===== src/rtl/axi_lite_bridge_pkg.sv =====
// axi_lite_bridge_pkg
// Definitions shared by the AXI4-Lite-to-APB bridge. Both clock domains use them, so
// the APB side decodes command and response words with the same field layout.
//   - state_t     : states of the AXI-side front end FSM
//   - grant_t     : arbitration winner, also the encoding of last_grant
//   - RESP_*      : AXI response codes carried in the response word
//   - CMD_*/RSP_* : bit positions of the fields in the command and response words,
//                   for the default 32-bit address and data widths
package axi_lite_bridge_pkg;

    localparam int AXI_ADDR_W_DEF = 32;
    localparam int AXI_DATA_W_DEF = 32;
    localparam int AXI_STRB_W_DEF = AXI_DATA_W_DEF / 8;
    localparam int CMD_W_DEF      = 1 + AXI_ADDR_W_DEF + AXI_DATA_W_DEF + AXI_STRB_W_DEF;
    localparam int RSP_W_DEF      = AXI_DATA_W_DEF + 2;

    // Command word: {is_write, addr, data, strb}, with strb in the LSBs
    localparam int CMD_STRB_LSB  = 0;
    localparam int CMD_DATA_LSB  = CMD_STRB_LSB + AXI_STRB_W_DEF;
    localparam int CMD_ADDR_LSB  = CMD_DATA_LSB + AXI_DATA_W_DEF;
    localparam int CMD_WRITE_BIT = CMD_ADDR_LSB + AXI_ADDR_W_DEF;

    // Response word: {rdata, resp}
    localparam int RSP_RESP_LSB  = 0;
    localparam int RSP_RDATA_LSB = 2;

    localparam logic [1:0] RESP_OKAY   = 2'b00;
    localparam logic [1:0] RESP_SLVERR = 2'b10;

    typedef enum logic [2:0] {
        ST_IDLE,
        ST_WR_CAP,
        ST_CMD,
        ST_WAIT,
        ST_RESP
    } state_t;

    typedef enum logic {
        GRANT_RD = 1'b0,
        GRANT_WR = 1'b1
    } grant_t;

endpackage


===== src/rtl/axi_lite_rw_arb.sv =====
// axi_lite_rw_arb
// Chooses between a pending read and a pending write while the front end is idle.
// Build option AXI_LITE_RR_ARB_EN:
//   defined   - round-robin. A read/write tie goes to the opposite of last_grant.
//               last_grant resets to "read", so the first tie after reset goes to the write.
//   undefined - fixed write priority. There is no state, so no clock or reset ports.
// Ports:
//   wclk, wrst_n : clock and async active-low reset (round-robin build only)
//   arb_en       : front end is idle and can accept a grant
//   wr_req       : AWVALID or WVALID is high
//   rd_req       : ARVALID is high
//   grant_wr     : write wins this cycle
//   grant_rd     : read wins this cycle
module axi_lite_rw_arb
    import axi_lite_bridge_pkg::*;
(
`ifdef AXI_LITE_RR_ARB_EN
    input  logic wclk,
    input  logic wrst_n,
`endif
    input  logic arb_en,
    input  logic wr_req,
    input  logic rd_req,
    output logic grant_wr,
    output logic grant_rd
);

`ifdef AXI_LITE_RR_ARB_EN
    grant_t last_grant;

    always_comb begin
        grant_wr = 1'b0;
        grant_rd = 1'b0;
        if (arb_en) begin
            if (wr_req && rd_req) begin
                grant_wr = (last_grant == GRANT_RD);
                grant_rd = (last_grant == GRANT_WR);
            end else begin
                grant_wr = wr_req;
                grant_rd = rd_req;
            end
        end
    end

    always_ff @(posedge wclk or negedge wrst_n) begin
        if (!wrst_n) begin
            last_grant <= GRANT_RD;
        end else if (grant_wr) begin
            last_grant <= GRANT_WR;
        end else if (grant_rd) begin
            last_grant <= GRANT_RD;
        end
    end
`else
    // A read waits while either half of a write is still being offered.
    assign grant_wr = arb_en & wr_req;
    assign grant_rd = arb_en & rd_req & ~wr_req;
`endif

endmodule


===== src/rtl/axi_lite_slave_if.sv =====
// axi_lite_slave_if
// AXI4-Lite slave front end for the wclk side of the AXI4-Lite-to-APB bridge.
// Only one transaction is outstanding at a time. A granted read, or a write built from
// AW and W, becomes one command word that is pushed into the command async FIFO. The
// matching response word is then popped from the response async FIFO and returned
// on B or R.
// Build option AXI_LITE_RR_ARB_EN selects round-robin arbitration; the default is
// fixed write priority (see axi_lite_rw_arb).
// Ports:
//   wclk, wrst_n                    : clock, async active-low reset
//   s_aw*, s_w*, s_b*               : AXI4-Lite write address, write data, write response
//   s_ar*, s_r*                     : AXI4-Lite read address, read data
//   cmd_winc, cmd_wdata, cmd_wfull  : command FIFO write side
//   rsp_rinc, rsp_rdata, rsp_rempty : response FIFO read side
//
// state     | meaning
// ----------+--------------------------------------------------------------
// ST_IDLE   | no transaction; arbitrate AW/W against AR
// ST_WR_CAP | write granted; collect AW and W in any order
// ST_CMD    | command word held stable; push when FIFO has room
// ST_WAIT   | waiting for the response word; pop when it arrives
// ST_RESP   | B or R valid held until the master accepts it
module axi_lite_slave_if
    import axi_lite_bridge_pkg::*;
#(
    parameter  int AXI_ADDR_W = AXI_ADDR_W_DEF,
    parameter  int AXI_DATA_W = AXI_DATA_W_DEF,
    localparam int STRB_W     = AXI_DATA_W / 8,
    localparam int CMD_W      = 1 + AXI_ADDR_W + AXI_DATA_W + STRB_W,
    localparam int RSP_W      = AXI_DATA_W + 2
) (
    input  logic                  wclk,
    input  logic                  wrst_n,

    input  logic                  s_awvalid,
    output logic                  s_awready,
    input  logic [AXI_ADDR_W-1:0] s_awaddr,
    input  logic                  s_wvalid,
    output logic                  s_wready,
    input  logic [AXI_DATA_W-1:0] s_wdata,
    input  logic [STRB_W-1:0]     s_wstrb,
    output logic                  s_bvalid,
    input  logic                  s_bready,
    output logic [1:0]            s_bresp,

    input  logic                  s_arvalid,
    output logic                  s_arready,
    input  logic [AXI_ADDR_W-1:0] s_araddr,
    output logic                  s_rvalid,
    input  logic                  s_rready,
    output logic [AXI_DATA_W-1:0] s_rdata,
    output logic [1:0]            s_rresp,

    output logic                  cmd_winc,
    output logic [CMD_W-1:0]      cmd_wdata,
    input  logic                  cmd_wfull,

    output logic                  rsp_rinc,
    input  logic [RSP_W-1:0]      rsp_rdata,
    input  logic                  rsp_rempty
);

    state_t                state;
    state_t                state_nxt;
    logic                  grant_wr;
    logic                  grant_rd;
    logic                  aw_got;
    logic                  w_got;
    logic                  is_write;
    logic [AXI_ADDR_W-1:0] addr_q;
    logic [AXI_DATA_W-1:0] wdata_q;
    logic [STRB_W-1:0]     wstrb_q;
    logic [1:0]            resp_q;
    logic [AXI_DATA_W-1:0] rdata_q;
    logic                  bvalid_q;
    logic                  rvalid_q;
    logic                  aw_fire;
    logic                  w_fire;
    logic                  resp_done;

    axi_lite_rw_arb u_arb (
`ifdef AXI_LITE_RR_ARB_EN
        .wclk     (wclk),
        .wrst_n   (wrst_n),
`endif
        .arb_en   (state == ST_IDLE),
        .wr_req   (s_awvalid | s_wvalid),
        .rd_req   (s_arvalid),
        .grant_wr (grant_wr),
        .grant_rd (grant_rd)
    );

    assign aw_fire   = s_awvalid & s_awready;
    assign w_fire    = s_wvalid & s_wready;
    assign resp_done = (state == ST_RESP) & ((bvalid_q & s_bready) | (rvalid_q & s_rready));

    always_comb begin
        state_nxt = state;
        s_arready = 1'b0;
        s_awready = 1'b0;
        s_wready  = 1'b0;
        cmd_winc  = 1'b0;
        rsp_rinc  = 1'b0;
        case (state)
            ST_IDLE: begin
                if (grant_wr) begin
                    state_nxt = ST_WR_CAP;
                end else if (grant_rd) begin
                    s_arready = 1'b1;
                    state_nxt = ST_CMD;
                end
            end
            ST_WR_CAP: begin
                s_awready = ~aw_got;
                s_wready  = ~w_got;
                // A flag already set and a handshake in this cycle both count as captured.
                if ((aw_got | (s_awvalid & ~aw_got)) && (w_got | (s_wvalid & ~w_got))) begin
                    state_nxt = ST_CMD;
                end
            end
            ST_CMD: begin
                cmd_winc = ~cmd_wfull;
                if (!cmd_wfull) begin
                    state_nxt = ST_WAIT;
                end
            end
            ST_WAIT: begin
                rsp_rinc = ~rsp_rempty;
                if (!rsp_rempty) begin
                    state_nxt = ST_RESP;
                end
            end
            ST_RESP: begin
                if (resp_done) begin
                    state_nxt = ST_IDLE;
                end
            end
            default: state_nxt = ST_IDLE;
        endcase
    end

    always_ff @(posedge wclk or negedge wrst_n) begin
        if (!wrst_n) begin
            state    <= ST_IDLE;
            aw_got   <= 1'b0;
            w_got    <= 1'b0;
            is_write <= 1'b0;
            addr_q   <= '0;
            wdata_q  <= '0;
            wstrb_q  <= '0;
            resp_q   <= '0;
            rdata_q  <= '0;
            bvalid_q <= 1'b0;
            rvalid_q <= 1'b0;
        end else begin
            state <= state_nxt;
            if (grant_rd) begin
                // A read's command word carries zero data and strobe.
                is_write <= 1'b0;
                addr_q   <= s_araddr;
                wdata_q  <= '0;
                wstrb_q  <= '0;
            end
            if (grant_wr) begin
                is_write <= 1'b1;
            end
            if (aw_fire) begin
                aw_got <= 1'b1;
                addr_q <= s_awaddr;
            end
            if (w_fire) begin
                w_got   <= 1'b1;
                wdata_q <= s_wdata;
                wstrb_q <= s_wstrb;
            end
            if (rsp_rinc) begin
                resp_q   <= rsp_rdata[RSP_RESP_LSB +: 2];
                bvalid_q <= is_write;
                rvalid_q <= ~is_write;
                if (!is_write) begin
                    rdata_q <= rsp_rdata[RSP_RDATA_LSB +: AXI_DATA_W];
                end
            end
            if (resp_done) begin
                aw_got   <= 1'b0;
                w_got    <= 1'b0;
                bvalid_q <= 1'b0;
                rvalid_q <= 1'b0;
            end
        end
    end

    assign cmd_wdata = {is_write, addr_q, wdata_q, wstrb_q};
    assign s_bvalid  = bvalid_q;
    assign s_rvalid  = rvalid_q;
    assign s_bresp   = resp_q;
    assign s_rresp   = resp_q;
    assign s_rdata   = rdata_q;

endmodule


===== config.mk =====
export PLATFORM = sky130hd
export DESIGN_NAME = axi_lite_slave_if
export DESIGN_NICKNAME = d
export VERILOG_FILES = /design/src/rtl/axi_lite_bridge_pkg.sv /design/src/rtl/axi_lite_rw_arb.sv /design/src/rtl/axi_lite_slave_if.sv
export SDC_FILE = /design/constraint.sdc
export NUM_CORES = 1
export LEC_CHECK = 0
export CAP_MARGIN = 0
export CELL_PAD_IN_SITES_DETAIL_PLACEMENT = 1
export CELL_PAD_IN_SITES_GLOBAL_PLACEMENT = 1
export CORE_ASPECT_RATIO = 1.25
export CORE_MARGIN = 2
export CORE_UTILIZATION = 32
export DETAILED_ROUTE_END_ITERATION = 12
export PLACE_DENSITY_LB_ADDON = 0.1
export SETUP_SLACK_MARGIN = 0.1
export SYNTH_ARGS = -nofsm -noshare
export SYNTH_HDL_FRONTEND = slang
export SYNTH_SLANG_ARGS = --single-unit
export TNS_END_PERCENT = 1

===== constraint.sdc =====
create_clock -name wclk -period 2.7 [get_ports wclk]
set_input_delay 0.54 -clock wclk [delete_from_list [all_inputs] [get_ports wclk]]
set_output_delay 0.54 -clock wclk [all_outputs]
set_load 0.02 [all_outputs]

Yosys cells after proc, flatten, opt, wreduce, memory -nomap -nowiden
Index checks and enable logic that the tools add are counted.
{"block": "word_totals", "ram_bits": 0, "out_inout_bits": 112, "latch_bits": 0, "memories": 0, "register_bits": 110, "rom_bits": 0, "elab_cells": 80}
{"block": "op_classes", "n_shift": 0, "n_lt_le_gt_ge": 0, "reduce_logical": 10, "n_div": 0, "n_eq_ne": 9, "bitwise": 20, "n_addsub": 0, "n_mux": 30, "n_mul": 0}
{"cell": "$mux 32", "n": 4}
{"cell": "$mux 3", "n": 6}
{"cell": "$mux 1", "n": 17}
{"cell": "$pmux 3 s5", "n": 1}
{"cell": "$reduce_bool 2->1", "n": 6}
{"cell": "$and 1x1->1", "n": 10}
{"cell": "$mux 4", "n": 2}
{"cell": "$ne 2x2->1 const B", "n": 4}
{"cell": "$eq 3x2->1 const B", "n": 2}
{"cell": "$not 1->1", "n": 6}
{"cell": "$reduce_and 5->1", "n": 1}
{"cell": "$or 1x1->1", "n": 4}
{"cell": "$eq 3x1->1 const B", "n": 1}
{"cell": "$eq 3x3->1 const B", "n": 1}
{"cell": "$logic_not 3->1", "n": 1}
{"cell": "$ne 3x3->1 const B", "n": 1}
{"cell": "$reduce_and 2->1", "n": 1}
{"cell": "$logic_and 1x1->1", "n": 1}

Logic depth before layout (Yosys ltp)
{"block": "logic_depth", "depth_word": 6, "depth_mapped": 7}

By module
Synthesis repeated with hierarchy kept, for this count alone.
{"block": "unflattened", "cells_unflattened": 431, "hier_area_um2": 4739.5}
{"module": "axi_lite_slave_if", "seq_area_each_um2": 2752.6, "cells_each": 429, "area_per_inst_um2": 4723.3, "instances": 1}
{"module": "axi_lite_rw_arb", "seq_area_each_um2": 0.0, "cells_each": 2, "area_per_inst_um2": 16.3, "instances": 1}

Worst setup path before layout
Ideal clock, no wire load.
{"block": "synth_path", "path_type": "input to output", "from": "in s_wvalid", "to": "out s_arready", "cell_stages": 5, "setup_slack_ns": 0.436, "required_time_ns": 2.160, "arrival_time_ns": 1.724, "path_buffers": 3, "path_cell_list": "buf_2 -> or3b_2 -> clkbuf_1 -> buf_2 -> nor2_1"}
{"block": "synth_between", "elab_chain_len": 6, "word_cells_on_any_way": 7, "cone_classes": "mux: 3; bitwise: 4"}
{"item": "start, declared", "line": "axi_lite_slave_if.sv:38", "text": "input logic s_wvalid,"}
{"item": "$or 1x1->1 *", "line": "axi_lite_slave_if.sv:87", "text": ".wr_req (s_awvalid | s_wvalid),"}
{"item": "$not 1->1", "line": "axi_lite_rw_arb.sv:57", "text": "assign grant_rd = arb_en & rd_req & ~wr_req;"}
{"item": "$and 1x1->1", "line": "axi_lite_rw_arb.sv:57"}
{"item": "$mux 1", "line": "axi_lite_slave_if.sv:108", "text": "end else if (grant_rd) begin"}
{"item": "$mux 1 *", "line": "axi_lite_slave_if.sv:106", "text": "if (grant_wr) begin"}
{"item": "$mux 1 *", "line": "axi_lite_slave_if.sv:104", "text": "case (state)"}
{"item": "end, declared", "line": "axi_lite_slave_if.sv:47", "text": "output logic s_arready,"}
Mark *: on every way between the ends. The rest lies on a longest branch, timed or not.

Worst setup path after layout
{"block": "layout_path", "from": "reg state[1]", "to": "out s_wready"}
{"block": "layout_between", "elab_chain_len": 2}
{"item": "start, declared", "line": "axi_lite_slave_if.sv:63", "text": "state_t state;"}
{"item": "start signal, assigned", "line": "axi_lite_slave_if.sv:156", "text": "state <= state_nxt;"}
{"item": "$eq 3x1->1", "line": "axi_lite_slave_if.sv:104"}
{"item": "$mux 1", "line": "axi_lite_slave_if.sv:104"}
{"item": "end, declared", "line": "axi_lite_slave_if.sv:39", "text": "output logic s_wready,"}
Every way passes these cells.

==> parameters.txt <==
Parameter                              Value

Final layout
  Share of post-route cells with drive strength above 1 ... 11.9%
  Area overhead of the layout relative to synthesis ... 61.3%
  Core utilization of the finished layout ... 52.2%
  Nets ... 770
  Final instance area ... 7730 sq um
  Diode insertion count for antenna repair ... 0

Run
  Number of maximum-capacitance violations ... 0

Routing
  Mean number of vias per cell ... 5.23
  Iteration count of the initial detailed-routing pass ... 4
  DRC violations left ... 0
  Iteration-0 DRC Markers ... 165
  Average detailed-routed wire length per instance ... 20.8 microns
  Final routed wirelength across all metal layers ... 17.0 mm
  Number of vias in the routed layout ... 4,257
  Post-route ant nets ... 0

Synth
  Total nets after synthesis ... 534
  Netlist area before placement ... 4790 sq um
  Yosys warnings ... 0
  Sequential fraction of the synthesis area ... 57.4%
  Xor and xnor fraction of the mapped netlist area ... 0%
  Largest family of logic cells by synthesized area ... compound AO/OA/AOI/OAI gates
  Mux share of post-synthesis cell area ... 10.0%
  Mean instance size in the synthesized netlist ... 12.3 sq um
  Async set or reset register ratio after synthesis ... 100%
  Post-synthesis compound-gate area fraction ... 16.2%
  Synthesized instance count ... 391
  Netlist cell types ... 41
  FF+latch count, synth ... 110
  Adder and majority cell fraction of the synthesized area ... 0%
  Primary flip-flop cell chosen by synthesis mapping ... sky130_fd_sc_hd__dfrtp_1
  Synth Area in Simple Gates ... 10.5%
  Number of enable flip-flop cells after synthesis ... 0

Placed design
  Dpl ws ... 0.201 ns
  Post-detailed-placement half-perimeter wirelength ... 12.0 mm
  Cell area after placement ... 7430 sq um
  Number of port buffers ... 254
  GP Congestion ... 0.742

Global route
  Global-route wire length before repair ... 26.8 mm
  Final global-route overflow total ... 0
  Pin count of the biggest net entering global routing ... 75
  Number of global-route vias before repair ... 4,646
  Initial antenna violation count ... 0
  Global router's overall resource usage ... 21.5%

Timing
  Crit path time final ... 2.52 ns
  RSZ-0062 raised after global routing ... false
  Worst Setup Slack, final ... 0.177 ns
  Endpoints failing setup ... 0
  Transition at the pin with the smallest max-transition slack ... 1.10 ns
  Maximum achievable frequency ... 396 MHz
  Remaining max-slew budget at the tightest pin ... 26.4%
  Final clock skew ... 0.00938 ns
  Number of hold-slack violations in the final timing report ... 0
  Total negative slack ... 0 ns
  Number of max-slew violations in the final report ... 0
  Fin crit share ... 93.4%

Floorplan
  Standard-cell rows ... 50
  Total Die Area ... 16,000 sq um
  Effective utilization at floorplan ... 32.3%
  Die extent in y ... 141 microns
  # IOs ... 255
  Core area ... 14,800 sq um
  Die width ... 113 microns

CTS
  TritonCTS clock tree ... done
  Maximum root-to-sink buffer count ... 2
  Root buffer cell ... sky130_fd_sc_hd__clkbuf_16
  Hold-fix buffer count after cts ... 0
  Clock latency reported for the late side of the worst-skew pair ... 0.35 ns
  H-tree Lvls ... 3
  Register clock-pin slew on the reported worst setup and hold paths ... 0.07 ns
  CTS sink count ... 110
  Buffers inserted by post-CTS timing repair ... 0
  Number of buffers created by CTS ... 9

Worst setup path
  Cell with the largest stage delay on the worst path ... sky130_fd_sc_hd__clkdlybuf4s50_1
  Cell family with most CP delay ... buffers and inverters
  Crit. End Element ... output port
  Buf+Inv Stages, Crit Path ... 2
  Worst path required time ... 2.16 ns
  Crit path arrival time ... 1.98 ns
  Critical Path Source Type ... register
  Maximum cell stage delay along the critical path ... 0.71 ns
  Maximum fanout along the worst path ... 12
  Type of the worst setup path ... reg -> out
  Cell chain of the critical path ... buf_4, nor4b_4, clkdlybuf4s50_1

Status
  Run status ... complete, no violations

Pwr
  Static leakage power ... 0.00315 uW
  Cell Pwr Density ... 1160 nW/um^2
  Max rail drop VDD ... 0.000356 V

Hold path
  Type of the most critical hold path ... in -> async
-- metal layers --
metal / global-route usage (%) / share of wire [%] / vias up
li1: - / - / 1921
met1: 27.0 / 40 / 2137
met2: 36.1 / 51 / 175
met3: 5.03 / 6.4 / 24
met4: 7.89 / 2.7 / 0
met5: 0 / 0 / -
-- worst paths after layout --
| kind | slack, ns | endpoint | from | depth (start not counted) |
|---|---|---|---|---|
| max | 0.18 | s_wready | state[1]$_DFFE_PN0P_ | 3 |
| min | 0.15 | s_rdata[20]$_DFFE_PN0P_ | wrst_n | 1 |
| max reg2reg | 0.75 | s_rdata[11]$_DFFE_PN0P_ | state[2]$_DFFE_PN0P_ | 6 |
| min reg2reg | 0.50 | wdata_q[7]$_DFFE_PN0P_ | wdata_q[7]$_DFFE_PN0P_ | 1 |
| max in group asynchronous | 1.73 | addr_q[25]$_DFFE_PN0P_ | wrst_n | 2 |
| min in group wclk | 0.50 | wdata_q[7]$_DFFE_PN0P_ | wdata_q[7]$_DFFE_PN0P_ | 1 |
-- cell usage after synthesis (2+ instances only) --
master	count	share of area, %
sky130_fd_sc_hd__clkbuf_1	18	1.4
sky130_fd_sc_hd__nor2_1	8	0.63
sky130_fd_sc_hd__dfrtp_1	110	57
sky130_fd_sc_hd__nand2_1	2	0.16
sky130_fd_sc_hd__a211oi_1	2	0.31
sky130_fd_sc_hd__a22o_1	36	6.6
sky130_fd_sc_hd__o21ai_0	30	3.1
sky130_fd_sc_hd__mux2_2	11	2.6
sky130_fd_sc_hd__nor3_1	33	3.4
sky130_fd_sc_hd__buf_6	9	2.1
sky130_fd_sc_hd__buf_4	8	1.3
sky130_fd_sc_hd__mux2_4	23	7.2
sky130_fd_sc_hd__nand3_1	32	3.3
sky130_fd_sc_hd__a21oi_1	2	0.21
sky130_fd_sc_hd__buf_2	9	0.94
sky130_fd_sc_hd__o21ai_1	2	0.21
sky130_fd_sc_hd__a31oi_1	32	4.2
-- per-stage QoR --
stage          instances  hold WS, ns  total power (uW)
4_1_cts              814        0.164              9100
5_1_grt              814        0.180              9500
3_5_place_dp         798        0.481              7680
3_3_place_gp         798        0.482              7550
2_1_floorplan        391        0.244              5340
6_report             814        0.152              9000
-- cell usage in the layout (no fill, tap or decap), types with 2 or more instances in the layout --
cell type                         count
sky130_fd_sc_hd__mux2_4              23
sky130_fd_sc_hd__nand2_1              2
sky130_fd_sc_hd__a31oi_1             32
sky130_fd_sc_hd__clkinvlp_4           2
sky130_fd_sc_hd__nand3_1             32
sky130_fd_sc_hd__nor2_1               8
sky130_fd_sc_hd__clkbuf_16            9
sky130_fd_sc_hd__a22o_1              36
sky130_fd_sc_hd__clkbuf_1             2
sky130_fd_sc_hd__a21oi_1              2
sky130_fd_sc_hd__a211oi_1             2
sky130_fd_sc_hd__o21ai_1              2
sky130_fd_sc_hd__clkdlybuf4s50_1    251
sky130_fd_sc_hd__o21ai_0             30
sky130_fd_sc_hd__dfrtp_1            110
sky130_fd_sc_hd__mux2_2              11
sky130_fd_sc_hd__buf_4               15
sky130_fd_sc_hd__nor3_1              33
sky130_fd_sc_hd__buf_12               2
-- timing repair --
item,in CTS,in global routing
setup endpoints to repair,1,0
hold endpoints to repair,0,0
gates resized for setup,1,0
-- state kept, by name, summed over array words and instances (netlist names), 2 cells and up --
signal   count
addr_q      32
s_rdata     32
wdata_q     32
wstrb_q      4
state        3
s_bresp      2
-- worst reg2reg max path: stages (launching register included) --
cell and delay [ns]:
sky130_fd_sc_hd__dfrtp_1 0.38, sky130_fd_sc_hd__buf_4 0.18, sky130_fd_sc_hd__and4bb_1 0.30, sky130_fd_sc_hd__buf_4 0.17
sky130_fd_sc_hd__nor2b_4 0.17, sky130_fd_sc_hd__buf_12 0.24, sky130_fd_sc_hd__mux2_2 0.39
-- layout make-up --
type / instances / area (sq um)
repair buffers: 269 / 2670
well taps: 182 / 228
fillers: 1600 / 7090
inverters: 2 / 10.0
clock inverters: 4 / 53.8
multi-input cells: 235 / 1770
flip-flops and latches: 110 / 2750
clock buffers: 12 / 246
-- where the power goes --
group / switching, uW / leakage, uW / internal, uW
combinational: 2350 / 0.00166 / 2360
sequential: 461 / 0.00135 / 2450
clock: 624 / 0.000139 / 751
total: 3430 / 0.00315 / 5560
-- cell families (layout without fill, tap and decap cells) --
kind of cell	Yosys count	in the layout
buffers and inverters	46	287
and+or+nand+nor	88	88
DFF	110	110
muxes	35	35
AOI/OAI and AO/OA	112	112
No activity file was read; power rests on OpenSTA's default activity.
